==> config.mk <==
export PLATFORM = sky130hd
export DESIGN_NAME = mul_div_unit
export DESIGN_NICKNAME = d
export VERILOG_FILES = /design/src/rtl/mips_pkg.sv /design/src/rtl/mdu_iter_core.sv /design/src/rtl/mul_div_unit.sv
export SDC_FILE = /design/constraint.sdc
export NUM_CORES = 1
export LEC_CHECK = 0
export ABC_AREA = 0
export CORE_MARGIN = 10
export CORE_UTILIZATION = 55
export DETAILED_ROUTE_END_ITERATION = 6
export PLACE_DENSITY_LB_ADDON = 0.25
export SLEW_MARGIN = 20
export SYNTH_ARGS = -nofsm -noshare
export SYNTH_HDL_FRONTEND = slang
export SYNTH_HIERARCHICAL = 1
export SYNTH_SLANG_ARGS = --single-unit
==> constraint.sdc <==
create_clock -name clk -period 4.35 [get_ports clk]
set_input_delay 0.87 -clock clk [delete_from_list [all_inputs] [get_ports clk]]
set_output_delay 0.87 -clock clk [all_outputs]
set_load 0.05 [all_outputs]
==> src/rtl/mips_pkg.sv <==
// mips_pkg: encodings shared by the MIPS execute-stage units.
// Holds the HI/LO unit op codes and its FSM state constants.
package mips_pkg;

    localparam logic [1:0] MDU_MULT  = 2'b00;
    localparam logic [1:0] MDU_MULTU = 2'b01;
    localparam logic [1:0] MDU_DIV   = 2'b10;
    localparam logic [1:0] MDU_DIVU  = 2'b11;

    localparam logic [1:0] IDLE = 2'd0;
    localparam logic [1:0] CALC = 2'd1;
    localparam logic [1:0] FIX  = 2'd2;

endpackage

==> src/rtl/mdu_iter_core.sv <==
// mdu_iter_core: unsigned radix-2 datapath, one bit per step.
// Shift-add for multiply, restoring shift-subtract for divide.
module mdu_iter_core #(
    parameter int WIDTH = 32
) (
    input  logic             clk,
    input  logic             rst_n,
    input  logic             load,
    input  logic             step,
    input  logic             div,
    input  logic [WIDTH-1:0] a_mag,
    input  logic [WIDTH-1:0] b_mag,
    output logic [WIDTH-1:0] acc_hi,
    output logic [WIDTH-1:0] acc_lo
);

    logic             div_q;
    logic [WIDTH-1:0] d;
    logic [WIDTH-1:0] addend;
    logic [WIDTH:0]   sum;
    logic [WIDTH:0]   sh;
    logic [WIDTH-1:0] sub;
    logic             ge;

    // When ge holds, sh-d < d, so the low WIDTH bits are the whole difference.
    always_comb begin
        addend = acc_lo[0] ? d : '0;
        sum    = {1'b0, acc_hi} + {1'b0, addend};
        sh     = {acc_hi, acc_lo[WIDTH-1]};
        ge     = sh >= {1'b0, d};
        sub    = sh[WIDTH-1:0] - d;
    end

    always_ff @(posedge clk or negedge rst_n) begin
        if (!rst_n) begin
            div_q  <= 1'b0;
            d      <= '0;
            acc_hi <= '0;
            acc_lo <= '0;
        end else if (load) begin
            div_q  <= div;
            d      <= div ? b_mag : a_mag;
            acc_hi <= '0;
            acc_lo <= div ? a_mag : b_mag;
        end else if (step) begin
            if (div_q) begin
                acc_hi <= ge ? sub : sh[WIDTH-1:0];
                acc_lo <= {acc_lo[WIDTH-2:0], ge};
            end else begin
                acc_hi <= sum[WIDTH:1];
                acc_lo <= {sum[0], acc_lo[WIDTH-1:1]};
            end
        end
    end

endmodule

==> src/rtl/mul_div_unit.sv <==
// mul_div_unit: iterative HI/LO multiply/divide unit with MTHI/MTLO.
// Control, sign handling and the architectural HI/LO live here.
module mul_div_unit
    import mips_pkg::*;
#(
    parameter int WIDTH = 32
) (
    input  logic             clk,
    input  logic             rst_n,
    input  logic             start,
    input  logic [1:0]       op,
    input  logic [WIDTH-1:0] a,
    input  logic [WIDTH-1:0] b,
    input  logic             hi_we,
    input  logic             lo_we,
    input  logic [WIDTH-1:0] wdata,
    output logic [WIDTH-1:0] hi,
    output logic [WIDTH-1:0] lo,
    output logic             busy,
    output logic             done
);

    localparam int CW = $clog2(WIDTH);
    localparam logic [CW-1:0] LAST = CW'(WIDTH - 1);

    logic [1:0]         state;
    logic [CW-1:0]      cnt;
    logic               is_div;
    logic               is_signed;
    logic               sa;
    logic               sb;
    logic               bz;
    logic [WIDTH-1:0]   a_q;
    logic               a_neg;
    logic               b_neg;
    logic [WIDTH-1:0]   a_mag;
    logic [WIDTH-1:0]   b_mag;
    logic [WIDTH-1:0]   acc_hi;
    logic [WIDTH-1:0]   acc_lo;
    logic               neg_q;
    logic               neg_r;
    logic [2*WIDTH-1:0] prod;
    logic [2*WIDTH-1:0] prod_fix;
    logic               load;

    assign busy = state != IDLE;
    assign load = (state == IDLE) && start;

    always_comb begin
        a_neg    = ~op[0] & a[WIDTH-1];
        b_neg    = ~op[0] & b[WIDTH-1];
        a_mag    = a_neg ? -a : a;
        b_mag    = b_neg ? -b : b;
        neg_q    = is_signed & (sa ^ sb);
        neg_r    = is_signed & sa;
        prod     = {acc_hi, acc_lo};
        prod_fix = neg_q ? -prod : prod;
    end

    mdu_iter_core #(.WIDTH(WIDTH)) u_core (
        .clk    (clk),
        .rst_n  (rst_n),
        .load   (load),
        .step   (state == CALC),
        .div    (op[1]),
        .a_mag  (a_mag),
        .b_mag  (b_mag),
        .acc_hi (acc_hi),
        .acc_lo (acc_lo)
    );

    always_ff @(posedge clk or negedge rst_n) begin
        if (!rst_n) begin
            state     <= IDLE;
            cnt       <= '0;
            is_div    <= 1'b0;
            is_signed <= 1'b0;
            sa        <= 1'b0;
            sb        <= 1'b0;
            bz        <= 1'b0;
            a_q       <= '0;
            hi        <= '0;
            lo        <= '0;
            done      <= 1'b0;
        end else begin
            done <= 1'b0;
            unique case (state)
                IDLE: begin
                    if (start) begin
                        is_div    <= op[1];
                        is_signed <= ~op[0];
                        sa        <= a_neg;
                        sb        <= b_neg;
                        bz        <= b == '0;
                        a_q       <= a;
                        cnt       <= '0;
                        state     <= CALC;
                    end else begin
                        if (hi_we) hi <= wdata;
                        if (lo_we) lo <= wdata;
                    end
                end
                CALC: begin
                    cnt <= cnt + 1'b1;
                    if (cnt == LAST) state <= FIX;
                end
                FIX: begin
                    // Divide by zero returns the raw dividend, not |a|.
                    if (!is_div) begin
                        {hi, lo} <= prod_fix;
                    end else if (bz) begin
                        hi <= a_q;
                        lo <= '1;
                    end else begin
                        lo <= neg_q ? -acc_lo : acc_lo;
                        hi <= neg_r ? -acc_hi : acc_hi;
                    end
                    done  <= 1'b1;
                    state <= IDLE;
                end
                default: state <= IDLE;
            endcase
        end
    end

endmodule

### After elaboration in Yosys (flattened, before gate mapping)

Cells that the tools add are included.
Widths: inputs -> output; s select.

| operators by class | value |
|---|---|
| reductions and logical operators | 12 |
| eq/ne operators | 8 |
| $mul | 0 |
| multiplexer cells | 31 |
| shift operators | 0 |
| order comparisons | 1 |
| bitwise gates (word level) | 6 |
| add/subtract/negate cells | 8 |
| div/mod/pow operators | 0 |

Operators by type and width:

| operator | number |
|---|---|
| $mux 32 | 22 |
| $neg 32->32 | 4 |
| $pmux 32 s2 | 2 |
| $mux 64 | 1 |
| $neg 64->64 | 1 |
| $add 32x32->33 | 1 |
| $ge 33x32->1 | 1 |
| $logic_not 32->1 | 1 |
| $sub 32x32->32 | 1 |
| $ne 2x2->1 const B | 5 |
| $pmux 5 s2 | 1 |
| $reduce_bool 2->1 | 4 |
| $reduce_and 2->1 | 3 |
| $reduce_and 3->1 | 2 |
| $add 5x1->5 const B | 1 |
| $eq 5x5->1 const B | 1 |
| $mux 5 | 1 |
| $and 1x1->1 | 4 |
| $mux 2 | 2 |
| $pmux 2 s2 | 1 |
| $eq 2x1->1 const B | 1 |
| $eq 2x2->1 const B | 1 |
| $logic_not 2->1 | 1 |
| $logic_and 1x1->1 | 1 |
| 3 further kinds | 3 |

| word-level totals | value |
|---|---|
| bits in writable memories | 0 |
| memory bits (read-only) | 0 |
| register bits after elaboration | 206 |
| output and inout bits | 66 |
| memories | 0 |
| bits in latches | 0 |
| logic and storage cells | 81 |
| input bits | 103 |

### Logic depth before layout (Yosys ltp)

Gate-level depths: netlist of the first run.

| depth | value |
|---|---|
| word-level depth | 6 |
| mapped depth | 15 |
| mapped depth without buffers | 14 |

### Hierarchy

The synthesis of the first run kept the hierarchy.

Modules (own cells, without submodules):

| module | times used | seq. area each (µm²) | area each (µm²) | cells each |
|---|---|---|---|---|
| mdu_iter_core | 1 | 2427.3 | 9117.5 | 1150 |
| mul_div_unit | 1 | 2727.6 | 8524.4 | 1138 |

### Least setup slack after synthesis of the first run

Ideal clock, no wire load.

| timing path | value |
|---|---|
| path kind | in2reg |
| start point | input port a[4] |
| end point | register u_core.acc_lo[25] |
| setup time | 0.137 ns |
| slack | 1.004 ns |
| data required time | 4.213 ns |
| arrival time | 3.209 ns |
| path buffers | 0 |
| cell stages on the path | 9 |
| path through | or3_1 > or4_1 > nor4b_1 > nand2_1 > nor3_1 > a31oi_1 > xor2_1 > mux2i_1 > a21oi_1 |

| on the way | value |
|---|---|
| cells in the longest elaborated chain, start to end | 4 |

Ends and longest elaborated chain:

| element | RTL line | text |
|---|---|---|
| start, declared | mul_div_unit.sv:12 | `input logic [WIDTH-1:0] a,` |
| $neg 32->32 | mul_div_unit.sv:52 | `a_mag = a_neg ? -a : a;` |
| $mux 32 | mul_div_unit.sv:52 |  |
| net a_mag[25] | mul_div_unit.sv:36 | `logic [WIDTH-1:0] a_mag;` |
| $mux 32 | mdu_iter_core.sv:44 | `acc_lo <= div ? a_mag : b_mag;` |
| $mux 32 | mdu_iter_core.sv:40 | `end else if (load) begin` |
| end signal, assigned | mdu_iter_core.sv:44 |  |
| end signal, assigned | mdu_iter_core.sv:48 | `acc_lo <= {acc_lo[WIDTH-2:0], ge};` |
| end signal, assigned | mdu_iter_core.sv:51 | `acc_lo <= {sum[0], acc_lo[WIDTH-1:1]};` |
| end, declared | mdu_iter_core.sv:14 | `output logic [WIDTH-1:0] acc_lo` |

The timed path passes the listed nets, and every way through them passes these cells.
A chain may end at the register's enable or synchronous reset.

### Final worst setup path of the first run

| timing path | value |
|---|---|
| start point | register u_core.d[7] |
| end point | register u_core.acc_hi[27] |

| on the way | value |
|---|---|
| cells in the longest elaborated chain, start to end | 5 |
| elaborated cells on any way between the ends | 8 |
| classes of those cells | add/sub (2); order compare (1); mux (5) |

Ends and longest elaborated chain:

| element | RTL line | text |
|---|---|---|
| start, declared | mdu_iter_core.sv:18 | `logic [WIDTH-1:0] d;` |
| start signal, assigned | mdu_iter_core.sv:42 | `d <= div ? b_mag : a_mag;` |
| $mux 32, or another cell as far along | mdu_iter_core.sv:27 | `addend = acc_lo[0] ? d : '0;` |
| $add 32x32->33 or $mux 32 (tied branches) | mdu_iter_core.sv:28, mdu_iter_core.sv:47 |  |
| $mux 32 (*) | mdu_iter_core.sv:46 | `if (div_q) begin` |
| $mux 32 (*) | mdu_iter_core.sv:45 | `end else if (step) begin` |
| $mux 32 (*) | mdu_iter_core.sv:40 |  |
| end signal, assigned | mdu_iter_core.sv:47 | `acc_hi <= ge ? sub : sh[WIDTH-1:0];` |
| end signal, assigned | mdu_iter_core.sv:50 | `acc_hi <= sum[WIDTH:1];` |
| end, declared | mdu_iter_core.sv:13 | `output logic [WIDTH-1:0] acc_hi,` |

Every way passes the cells marked *; elsewhere a longest branch is shown, timed or not. The select of a mux whose other input is x is not followed.

==> results of run 1 <==
==> path summary, 6_finish.rpt <==
path	depth (start not counted)	slack (ns)	to	from
min in group clk	1	0.48	lo[12]	lo[12]
worst min-delay path	1	0.43	hi[31]	rst_n
max in group asynchronous	2	3.05	u_core/acc_hi[0]	rst_n
worst min register to register	1	0.48	lo[12]	lo[12]
worst max register to register	12	0.59	u_core/acc_hi[27]	u_core/d[7]
worst max-delay path	12	0.59	u_core/acc_hi[27]	u_core/d[7]
==> critical path, delay by kind of cell (launching register included) <==
| kind | cells | cell delay [ns] |
|---|---|---|
| adder cells (fa/ha/maj) | 1 | 0.37 |
| flip-flops | 1 | 0.47 |
| buffers and inverters | 1 | 0.07 |
| AO/OA/AOI/OAI | 7 | 1.95 |
| AND/OR/NAND/NOR | 3 | 0.84 |
==> cells in the mapped netlist (8+ instances only) <==
cell type | count | share of area
nand2_1 | 276 | 0.059
nor2_1 | 259 | 0.055
a21oi_1 | 245 | 0.070
dfrtp_1 | 206 | 0.29
o21ai_0 | 138 | 0.039
xnor2_1 | 107 | 0.053
mux2i_1 | 106 | 0.060
clkbuf_1 | 105 | 0.022
inv_1 | 75 | 0.016
ha_1 | 70 | 0.050
xor2_1 | 70 | 0.035
nor3_1 | 58 | 0.016
and2_1 | 44 | 0.016
nand3_1 | 40 | 0.011
o22ai_1 | 38 | 0.013
a21o_1 | 34 | 0.014
a31oi_1 | 34 | 0.012
a211oi_1 | 22 | 0.0094
o31ai_1 | 22 | 0.0094
nand2b_1 | 21 | 0.0074
nor4_1 | 19 | 0.0067
or3_1 | 19 | 0.0067
buf_1 | 18 | 0.0038
o211ai_1 | 17 | 0.0072
and3_1 | 16 | 0.0057
or4_1 | 16 | 0.0068
nor2b_1 | 15 | 0.0053
o41ai_1 | 13 | 0.0065
o21bai_1 | 12 | 0.0051
nand4_1 | 11 | 0.0039
nor3b_1 | 10 | 0.0043
o21ai_1 | 10 | 0.0028
o221ai_1 | 10 | 0.0050
a221oi_1 | 8 | 0.0040
o21a_1 | 8 | 0.0034
==> layout make-up <==
| cell class | instances | area share |
|---|---|---|
| Clock buffer | 36 | 0.0335 |
| Clock inverter | 10 | 0.00872 |
| Tap cell | 402 | 0.0242 |
| Timing Repair Buffer | 243 | 0.112 |
| Sequential cell | 206 | 0.248 |
| Inverter | 75 | 0.0137 |
| Multi-Input combinational cell | 1870 | 0.560 |
==> layout by cell type (no fill, tap or decap), drive strengths merged, types with 11 or more instances in the layout <==
master and n:
a211oi 27, a21o 34, a21oi 248, a31oi 34, and2 45, and3 16, buf 76, clkbuf 37
clkdlybuf4s50 166, dfrtp 206, ha 70, inv 76, mux2i 106, nand2 276, nand2b 21, nand3 40
nand4 11, nor2 259, nor2b 15, nor3 62, nor4 20, o211ai 17, o21ai 149, o21bai 12
o22ai 38, o31ai 22, o41ai 14, or3 19, or4 18, xnor2 107, xor2 70
==> state kept, by name (all words and copies together) (netlist names) <==
register / count
sb: 1
lo: 32
is_signed: 1
hi: 32
u_core/d: 32
a_q: 32
is_div: 1
u_core/div_q: 1
state: 2
u_core/acc_hi: 32
done: 1
u_core/acc_lo: 32
sa: 1
cnt: 5
bz: 1
==> kinds of logic after synthesis <==
kind of cell | synth area share
xor+xnor | 0.0879
buf+inv | 0.0480
compound gates | 0.240
simple gates | 0.216
flops | 0.292
fa+ha+maj | 0.0519
mux | 0.0640
==> report_power, final <==
part	switching [mW]	internal [mW]	leakage [nW]	total, mW
logic	8.34	5.19	6.15	13.5
clock network	0.877	1.41	0.426	2.28
registers	1.25	2.89	2.41	4.14
total	10.5	9.49	8.98	20.0
==> through the flow <==
step                utilization  setup WS (ns)  area (µm²)  total power [mW]
finish                    0.657          0.592       20800              20.0
global placement          0.630          0.429       19900              17.0
floorplan                     -           1.00       17600              13.0
global route              0.657          0.502       20800              21.2
detailed placement        0.630          0.422       19900              17.2
CTS                       0.657          0.719       20800              19.6
==> metal layers <==
metal / GRT usage / vias to the layer above / routed length, µm
met1: 0.452 / 8849 / 28400
met2: 0.497 / 1052 / 29400
met3: 0.105 / 175 / 8320
met4: 0.146 / 4 / 3240
met5: 0 / - / 31
li1: - / 8468 / -
==> impl_metrics.yaml, run 1 <==
timing:
  max_freq_mhz: 266
  tns_ns: 0
  max_slew_margin: 0.266
  grt_setup_unrepaired: "no"
  min_period_over_period: 0.864
  worstMarginPinSlew_ns: 1.10
  fin_hold_ws_ns: 0.431
  min_period_ns: 3.76
  clock_skew_ns: 0.0155
  finalSetupViolCount: 0
  slew_viol_final: 0
  timing.final.hold_violations: 0
finish:
  num-nets-final: 2596
  regArea_mm2: 0.00516
  antennaDiodeCount: 0
  instances_no_fill: 2842
  nFillCells: 2743
  multi_input_area_mm2: 0.0117
  drive_gt1_frac: 0.0656
  syn2layout_area_growth_pct: 17.9
drt:
  dr.pass1.iters: 7
  ant_nets: 0
  wirelength_mm: 69.4
  dr_total_vias: 18500
  vias_per_cell: 6.53
  remaining_drc_errors: 0
  drt_iter0_drc: 2535
  wl_per_cell_um: 24.4
cts:
  numCtsBuffers: 25
  path_clk_slew_ns: 0.07
  postCtsResizedCells: 0
  cts_buffer_depth: 3
  cts_tree: "yes"
  cts-root-buf: "clkbuf_16"
  clkSinkCount: 206
  clk_latency_ns: 0.55
  h-tree-depth: 1
  hold_buffers: 0
  postCtsSetupRepairBufs: 0
worst_setup_path:
  start_kind: "register"
  arrival_ns: 4.24
  crit_path_end_kind: "register"
  slowest_stage: "o31ai_1"
  cp_cell_sequence: "inv_1 -> ha_1 -> and4_1 -> o2111ai_1 -> nand3_1 -> a41oi_1 -> o31ai_1 -> a21o_1 -> nor3b_1 -> o31ai_1 -> a221oi_1 -> a21o_1"
  path_class: "reg -> reg"
  worstPathRequired_ns: 4.83
  critPathMaxStageDelay_ns: 0.57
  path_max_fanout: 6
synth:
  synth-seq-cells: 206
  synth_fp_nets: 2463
  synth_edf_count: 0
  netlist_area_mm2: 0.0176
  syn_inst: 2288
  ys.flop_type: "dfrtp_1"
  async_flop_share: 1.00
  ys_types: 82
  seq_area_frac_synth: 0.292
  yosys_warnings: 6
  synth_area_per_cell_um2: 7.71
status:
  outcome: "completed"
global_routing:
  grt-ovfl-total: 0
  grt_pass1_wl_mm: 104
  grt_max_degree: 131
  grt.total_usage: 0.339
  grt_pass1_vias: 17400
  antenna_found_initial: 2
power_and_ir_drop:
  ir_worst_vdd_mv: 0.524
  p_leak_nw: 8.98
  p_per_area_mw_per_mm2: 959
floorplanning:
  io_pins: 169
  rows: 65
  coreArea_mm2: 0.0316
  start_util: 0.558
  die_h_um: 199
  die_w_um: 199
  die_area_mm2: 0.0396
place:
  portBuffers: 168
  placedCellCount: 2796
  hpwl_mm: 53.2
  place_congestion: 1.01
job:
  maxCapViolCount: 0
worst_hold_path:
  hp-class: "in -> async"
No activity file was read; power rests on OpenSTA's default activity.
==> inputs of run 2 (changes only) <==
CORE_UTILIZATION = 49   (was 55)
MAX_ROUTING_LAYER = met4   (was unset)
==> run 2 against run 1 <==
Against the previous run:
- die area up 11%
- non-clock buffer count up 18
- design area up 0.99%
- core utilization down 6.7 points
- flip-flop and latch count unchanged
- wire length up 5.5%
- highest routed layer is now met4
- critical endpoint is now u_core/acc_hi[3]
- critical path depth up 1
==> impl_metrics.yaml, run 2 (same netlist as run 1, synthesis figures left out) <==
cts:
  cts_tree: "yes"
  cts-root-buf: "clkbuf_16"
  numCtsBuffers: 26
  postCtsSetupRepairBufs: 0
  hold_buffers: 0
  clkSinkCount: 206
  postCtsResizedCells: 0
  clk_latency_ns: 0.55
  cts_buffer_depth: 3
  h-tree-depth: 1
  path_clk_slew_ns: 0.06
timing:
  timing.final.hold_violations: 0
  max_slew_margin: 0.348
  tns_ns: 0
  max_freq_mhz: 258
  worstMarginPinSlew_ns: 0.975
  clock_skew_ns: 0.0154
  finalSetupViolCount: 0
  min_period_ns: 3.88
  min_period_over_period: 0.891
  slew_viol_final: 0
  grt_setup_unrepaired: "no"
worst_setup_path:
  crit_path_end_kind: "register"
  path_max_fanout: 19
  path_class: "reg -> reg"
  start_kind: "register"
  reg2reg_setup_slack_ns: 0.47
  worstPathRequired_ns: 4.80
  arrival_ns: 4.33
  cp_cell_sequence: "inv_1 -> ha_1 -> and2_1 -> nand3_1 -> nor4_1 -> a41o_1 -> a31o_2 -> a21o_1 -> buf_4 -> nand2_1 -> a21oi_1 -> a31oi_1 -> a211oi_1"
  critPathTopFamily: "compound AO/OA/AOI/OAI gates"
  critPathBufInv: 2
  critPathMaxStageDelay_ns: 0.71
  slowest_stage: "a21o_1"
floorplanning:
  start_util: 0.496
  die_h_um: 210
  die_area_mm2: 0.0440
  coreArea_mm2: 0.0356
  die_w_um: 210
  io_pins: 169
  rows: 69
power_and_ir_drop:
  p_per_area_mw_per_mm2: 960
  p_leak_nw: 9.07
  ir_worst_vdd_mv: 0.603
finish:
  num-nets-final: 2615
  design_area_mm2: 0.0210
  drive_gt1_frac: 0.0745
  antennaDiodeCount: 0
  multi_input_area_mm2: 0.0117
  regArea_mm2: 0.00516
  nFillCells: 3314
  final_cell_mix: "nand2_1, nor2_1, a21oi_1"
  syn2layout_area_growth_pct: 19.0
  final_common_cell: "nand2_1"
drt:
  ant_nets: 0
  remaining_drc_errors: 0
  wl_per_cell_um: 25.1
  drt_iter0_drc: 2385
  vias_per_cell: 6.40
  dr_total_vias: 18700
  wirelength_mm: 73.2
  dr.pass1.iters: 6
status:
  outcome: "completed"
global_routing:
  grt-ovfl-total: 0
  grt_pass1_wl_mm: 110
  grt_pass1_vias: 17600
  grt_max_degree: 114
  grt.total_usage: 0.329
  antenna_found_initial: 2
place:
  dpl_cell_area_mm2: 0.0201
  place_congestion: 1.04
  hpwl_mm: 57.0
  portBuffers: 168
worst_hold_path:
  hp-class: "in -> async"
job:
  maxCapViolCount: 0
[run 2: changes by cell type in the layout (fill, tap and decap cells not counted), sizes merged]
cell and change:
clkinv +3, buf +18, clkbuf -2, bufinv -2
[run 2: worst paths after layout]
| path | startpoint | to | depth (start not counted) |
|---|---|---|---|
| min in group clk | lo[4] | lo[4] | 1 |
| max in group asynchronous | rst_n | u_core/d[8] | 2 |
| worst max register to register | u_core/d[21] | u_core/acc_hi[3] | 13 |
| worst max-delay path | u_core/d[21] | u_core/acc_hi[3] | 13 |
| worst min-delay path | rst_n | hi[25] | 1 |
| worst min register to register | lo[4] | lo[4] | 1 |
[run 2: worst register-to-register path, cell delays in order (launching register included)]
cell      delay (ns)
dfrtp_1         0.44
inv_1           0.09
ha_1            0.37
and2_1          0.19
nand3_1         0.18
nor4_1          0.52
a41o_1          0.29
a31o_2          0.15
a21o_1          0.71
buf_4           0.32
nand2_1         0.07
a21oi_1         0.14
a31oi_1         0.06
a211oi_1        0.26
[run 2: final cells by class]
cell class / instances / share of cell area
clock buffers: 34 / 0.0358
multi-input cells: 1870 / 0.555
well taps: 461 / 0.0275
inverters: 75 / 0.0136
repair buffers: 261 / 0.116
clock inverters: 11 / 0.00685
flip-flops and latches: 206 / 0.246
[run 2: through the flow]
step | hold WS, ns | setup WS, ns | std cells | util | power (mW)
2_1_floorplan | 0.437 | 1.00 | 2288 | - | 13.0
3_3_place_gp | 0.460 | 0.490 | 2873 | 0.565 | 17.2
3_5_place_dp | 0.466 | 0.434 | 2873 | 0.565 | 17.4
4_1_cts | 0.422 | 0.631 | 2918 | 0.590 | 19.8
5_1_grt | 0.447 | 0.223 | 2918 | 0.590 | 21.4
6_report | 0.401 | 0.474 | 2918 | 0.590 | 20.2
[run 2: report_power, final]
| group | total (mW) | leakage [nW] | switching, mW | internal [mW] |
|---|---|---|---|---|
| Combinational | 13.6 | 6.23 | 8.40 | 5.23 |
| Sequential | 4.21 | 2.41 | 1.32 | 2.89 |
| Clock | 2.32 | 0.442 | 0.927 | 1.39 |
| Total | 20.2 | 9.07 | 10.7 | 9.51 |
[run 2: routing by layer]
layer	wire length [µm]	share of wire	up-vias	GRT usage
met5	0	0	-	-
met4	2660	0.036	0	0.110
met3	8230	0.11	128	0.0731
met2	30400	0.41	1066	0.461
met1	32000	0.44	8962	0.458
li1	-	-	8507	-
==> inputs of run 3 (changes only) <==
PLACE_DENSITY = 0.7   (was unset)
PLACE_DENSITY_LB_ADDON = unset   (was 0.25)
==> run 3 against run 2 <==
Against the previous run:
- fmax is essentially flat
- design area decreased by 0.64%
- critical path depth up 3
- worst hold slack got worse by 0.039 ns
- critical endpoint is now u_core/acc_hi[29]
- largest cell class unchanged
==> impl_metrics.yaml, run 3 (same netlist as run 1, synthesis figures left out) <==
cts:
  numCtsBuffers: 26
  clkSinkCount: 206
  hold_buffers: 0
  postCtsSetupRepairBufs: 0
  clk_latency_ns: 0.56
  path_clk_slew_ns: 0.06
  postCtsResizedCells: 0
  cts-root-buf: "clkbuf_16"
  cts_tree: "yes"
  h-tree-depth: 1
  cts_buffer_depth: 3
worst_setup_path:
  start_kind: "register"
  path_max_fanout: 15
  arrival_ns: 4.32
  worstPathRequired_ns: 4.80
  crit_path_end_kind: "register"
  r2r_cells: 16
  path_class: "reg -> reg"
job:
  maxCapViolCount: 0
timing:
  worstMarginPinSlew_ns: 0.991
  clock_skew_ns: 0.0212
  grt_setup_unrepaired: "no"
  timing.final.hold_violations: 0
  min_period_over_period: 0.891
  finalSetupViolCount: 0
  tns_ns: 0
  max_slew_margin: 0.338
  slew_viol_final: 0
  min_period_ns: 3.88
  max_freq_mhz: 258
place:
  place_congestion: 1.05
  placedCellCount: 2853
  portBuffers: 168
  hpwl_mm: 55.0
worst_hold_path:
  hp-class: "in -> async"
finish:
  syn2layout_area_growth_pct: 18.3
  antennaDiodeCount: 0
  final_common_cell: "nand2_1"
  drive_gt1_frac: 0.0677
  final_cell_mix: "nand2_1, nor2_1, a21oi_1"
  instances_no_fill: 2898
  num-nets-final: 2595
drt:
  dr_total_vias: 18500
  remaining_drc_errors: 0
  drt_iter0_drc: 2174
  dr.pass1.iters: 5
  ant_nets: 0
  vias_per_cell: 6.38
  wl_per_cell_um: 24.5
  wirelength_mm: 70.9
global_routing:
  grt_pass1_wl_mm: 106
  grt.total_usage: 0.316
  grt_max_degree: 112
  grt-ovfl-total: 0
  grt_pass1_vias: 17100
  antenna_found_initial: 1
power_and_ir_drop:
  p_per_area_mw_per_mm2: 953
  p_leak_nw: 8.99
  ir_worst_vdd_mv: 0.726
floorplanning:
  start_util: 0.496
  die_h_um: 210
  die_w_um: 210
  die_area_mm2: 0.0440
  rows: 69
  io_pins: 169
  coreArea_mm2: 0.0356
status:
  outcome: "completed"
==> run 3: cell count changes in the layout (fill, tap and decap cells not counted), sizes merged <==
cell,previous run,this run
clkinv,6,8
clkbuf,35,33
clkinvlp,1,0
bufinv,3,4
buf,94,74
==> run 3: cell type report <==
cell class                      count  area, µm²
Fill cell                        3345      14700
Multi-Input combinational cell   1870      11700
Sequential cell                   206       5160
Timing Repair Buffer              241       2280
Clock buffer                       32        723
Tap cell                          461        577
Inverter                           75        287
Clock inverter                     13        186
==> run 3: final timing paths <==
check                                 start                 to  slack (ns)
max                        u_core/acc_lo[0]  u_core/acc_hi[29]        0.47
min                                   rst_n  u_core/acc_hi[23]        0.36
max reg2reg                u_core/acc_lo[0]  u_core/acc_hi[29]        0.47
min reg2reg                          cnt[3]             cnt[3]        0.48
max in group asynchronous             rst_n             a_q[0]        3.00
min in group clk                     cnt[3]             cnt[3]        0.48
==> run 3: layer usage <==
metal  vias up  track usage  routed length [µm]
met2       990        0.463               30700
met1      8944        0.440               30900
met4         0       0.0960                2480
li1       8447            -                   -
met5         -            -                   0
met3       117       0.0471                6850
==> run 3: metrics by stage <==
| step | utilization | hold WS, ns | setup slack [ns] | area, µm² | power (mW) |
|---|---|---|---|---|---|
| after global placement | 0.561 | 0.462 | 0.501 | 20000 | 17.0 |
| after CTS | 0.587 | 0.394 | 0.563 | 20900 | 19.6 |
| after global routing | 0.587 | 0.426 | 0.249 | 20900 | 21.1 |
| after detailed placement | 0.561 | 0.470 | 0.488 | 20000 | 17.2 |
| final | 0.587 | 0.362 | 0.473 | 20900 | 19.9 |
| after floorplan | - | 0.437 | 1.00 | 17600 | 13.0 |
==> run 3: power breakdown <==
group          switching, mW  internal [mW]  leakage [nW]
combinational           8.24           5.11          6.12
sequential              1.31           2.89          2.41
clock                  0.919           1.41         0.455
total                   10.5           9.41          8.99
==> run 3: critical path, cell delays in order (launching register included) <==
cell and delay, ns:
dfrtp_1 0.63, and2_1 0.20, ha_1 0.21, inv_1 0.07, fa_1 0.39, nand2b_1 0.18, a211oi_1 0.35, buf_4 0.20
o41a_1 0.16, o21ai_0 0.16, o211ai_1 0.27, buf_4 0.18, a22oi_1 0.08, a31oi_1 0.21, xnor2_1 0.14, nor2_1 0.05
o32ai_1 0.28
==> RTL change (flow settings as in run 3) <==
`WIDTH` is set to 32 in 2 places; all go to 16.
--- a/src/rtl/mdu_iter_core.sv
+++ b/src/rtl/mdu_iter_core.sv
@@ -3,3 +3,3 @@
 module mdu_iter_core #(
-    parameter int WIDTH = 32
+    parameter int WIDTH = 16
 ) (
--- a/src/rtl/mul_div_unit.sv
+++ b/src/rtl/mul_div_unit.sv
@@ -5,3 +5,3 @@
 #(
-    parameter int WIDTH = 32
+    parameter int WIDTH = 16
 ) (
Ports: changed (5 resized); port bits go from 169 to 89. The function was not compared with the original's and may differ.
==> RTL change against run 3 <==
  * Total power down 58%
  * First-iteration DRC count down 61%
  * Wire length down 60%
  * Largest cell class unchanged
  * Design area down 51%
  * Area after synthesis down 50%
  * Highest routed layer unchanged
  * Sequential cell count down 97
  * Hold slack better by 0.11 ns
  * Worst setup slack better by 0.73 ns
  * Cell count down 53%
  * Critical path depth down 6
==> RTL change: results (changes against run 3) <==
| Metric | Value |
|---|---|
| Status | `completed` |
| Synth Net Count | `1177 (-52%)` |
| Via density per instance | `6.148 (-3.7%)` |
| CP Max Fanout | `22 (+7)` |
| Port Buffers | `88 (-48%)` |
| Drt initial violations | `853 (-61%)` |
| R2R setup slack | `1.20 ns (+0.73 ns)` |
| Worst R2R End | `u_core/acc_hi[3]` |
| Post-synthesis mux area share | `7.732% (+1.3 points)` |
| First-pass DRT Iterations | `5 (unchanged)` |
| Arr. time, crit path | `3.38 ns (-0.94 ns)` |
| Mapped Cells | `1083 (-53%)` |
| RR Startpoint | `u_core/acc_hi[1]` |
| Tot GR Track Use | `23.48% (-8.1 points)` |
| Setup Skew | `0.01331 ns (-0.007857 ns)` |
| Post-synth cell types | `76 (-7.3%)` |
| XOR/XNOR share of the synthesized area | `8.001% (-0.79 points)` |
| Synth area leaders | `dfrtp_1, mux2i_1, nand2_1` |
| Worst skew pair latency | `0.37 ns (-0.19 ns)` |
| HPWL after detailed placement | `21670 um (-61%)` |
| Net switching power | `4.338 mW (-59%)` |
| Ratio of cells with drive above 1 in the final layout | `5.502% (-1.3 points)` |
| Compound-cell area share of the yosys netlist | `23.06% (-0.99 points)` |
| Largest net degree at the start of global routing | `60 (-46%)` |
| Number of antenna violations at the first check in global routing | `0 (-1)` |
| Final wirelength | `28160 um (-60%)` |
| Vias in the first global route | `8020 (-53%)` |
| Seq. pwr | `2.23 mW (-47%)` |
| Register area share after synthesis | `30.76% (+1.5 points)` |
| Deepest clock path buffer count | `2 (-1)` |
| Clock group power | `0.853 mW (-63%)` |
| First-pass GRT wire length | `44370 um (-58%)` |
| Worst hold slack | `0.4752 ns (+0.1129 ns)` |
| TritonCTS buffer count | `9 (-65%)` |
-- RTL change: area by class of cell --
class / count / area (um2)
fillers: 1641 / 7686
multi-input cells: 868 / 5720
clock inverters: 7 / 82.58
inverters: 48 / 180.2
repair buffers: 104 / 993.5
clock buffers: 9 / 225.2
flip-flops and latches: 109 / 2728
well taps: 229 / 286.5
-- RTL change: per-layer routing --
layer  part of all wire [%]  wire length (um)  up-vias  global-route usage, %
li1                       -                 -     4037                      -
met1                     46             13090     4029                  32.53
met2                     45             12790      340                  35.68
met3                    6.3              1778       41                  2.329
met4                    1.8               504        0                  6.613
met5                      0                 0        -                      -
-- RTL change: metrics by stage --
| step | worst slack (ns) | instances | total power [mW] | utilization (%) |
|---|---|---|---|---|
| finish | 1.200 | 1374 | 8.422 | 57.07 |
| global route | 1.046 | 1374 | 9.083 | 57.07 |
| CTS | 1.204 | 1374 | 8.366 | 57.07 |
| detailed placement | 0.9892 | 1358 | 7.488 | 55.35 |
| global placement | 1.008 | 1358 | 7.420 | 55.35 |
| floorplan | 1.620 | 1083 | 5.975 | - |
-- RTL change: worst max path at each step --
| stage | from | to | depth (start not counted) |
|---|---|---|---|
| floorplan | b[4] | u_core/d[14] | 7 |
| global placement | a[0] | u_core/acc_lo[13] | 8 |
| detailed placement | a[0] | u_core/d[13] | 8 |
| CTS | u_core/acc_hi[1] | u_core/acc_hi[3] | 10 |
| global route | u_core/acc_hi[7] | u_core/acc_hi[3] | 10 |
| finish | u_core/acc_hi[1] | u_core/acc_hi[3] | 10 |
-- RTL change: worst max-delay path, stage by stage (launching register included) --
cell      delay, ns
dfrtp_1        0.62
ha_1           0.39
o21a_1         0.21
o31a_1         0.15
o31ai_4        0.38
a311oi_2       0.17
o21ai_2        0.16
buf_4          0.30
mux2_1         0.35
a21oi_1        0.22
nor3_2         0.07
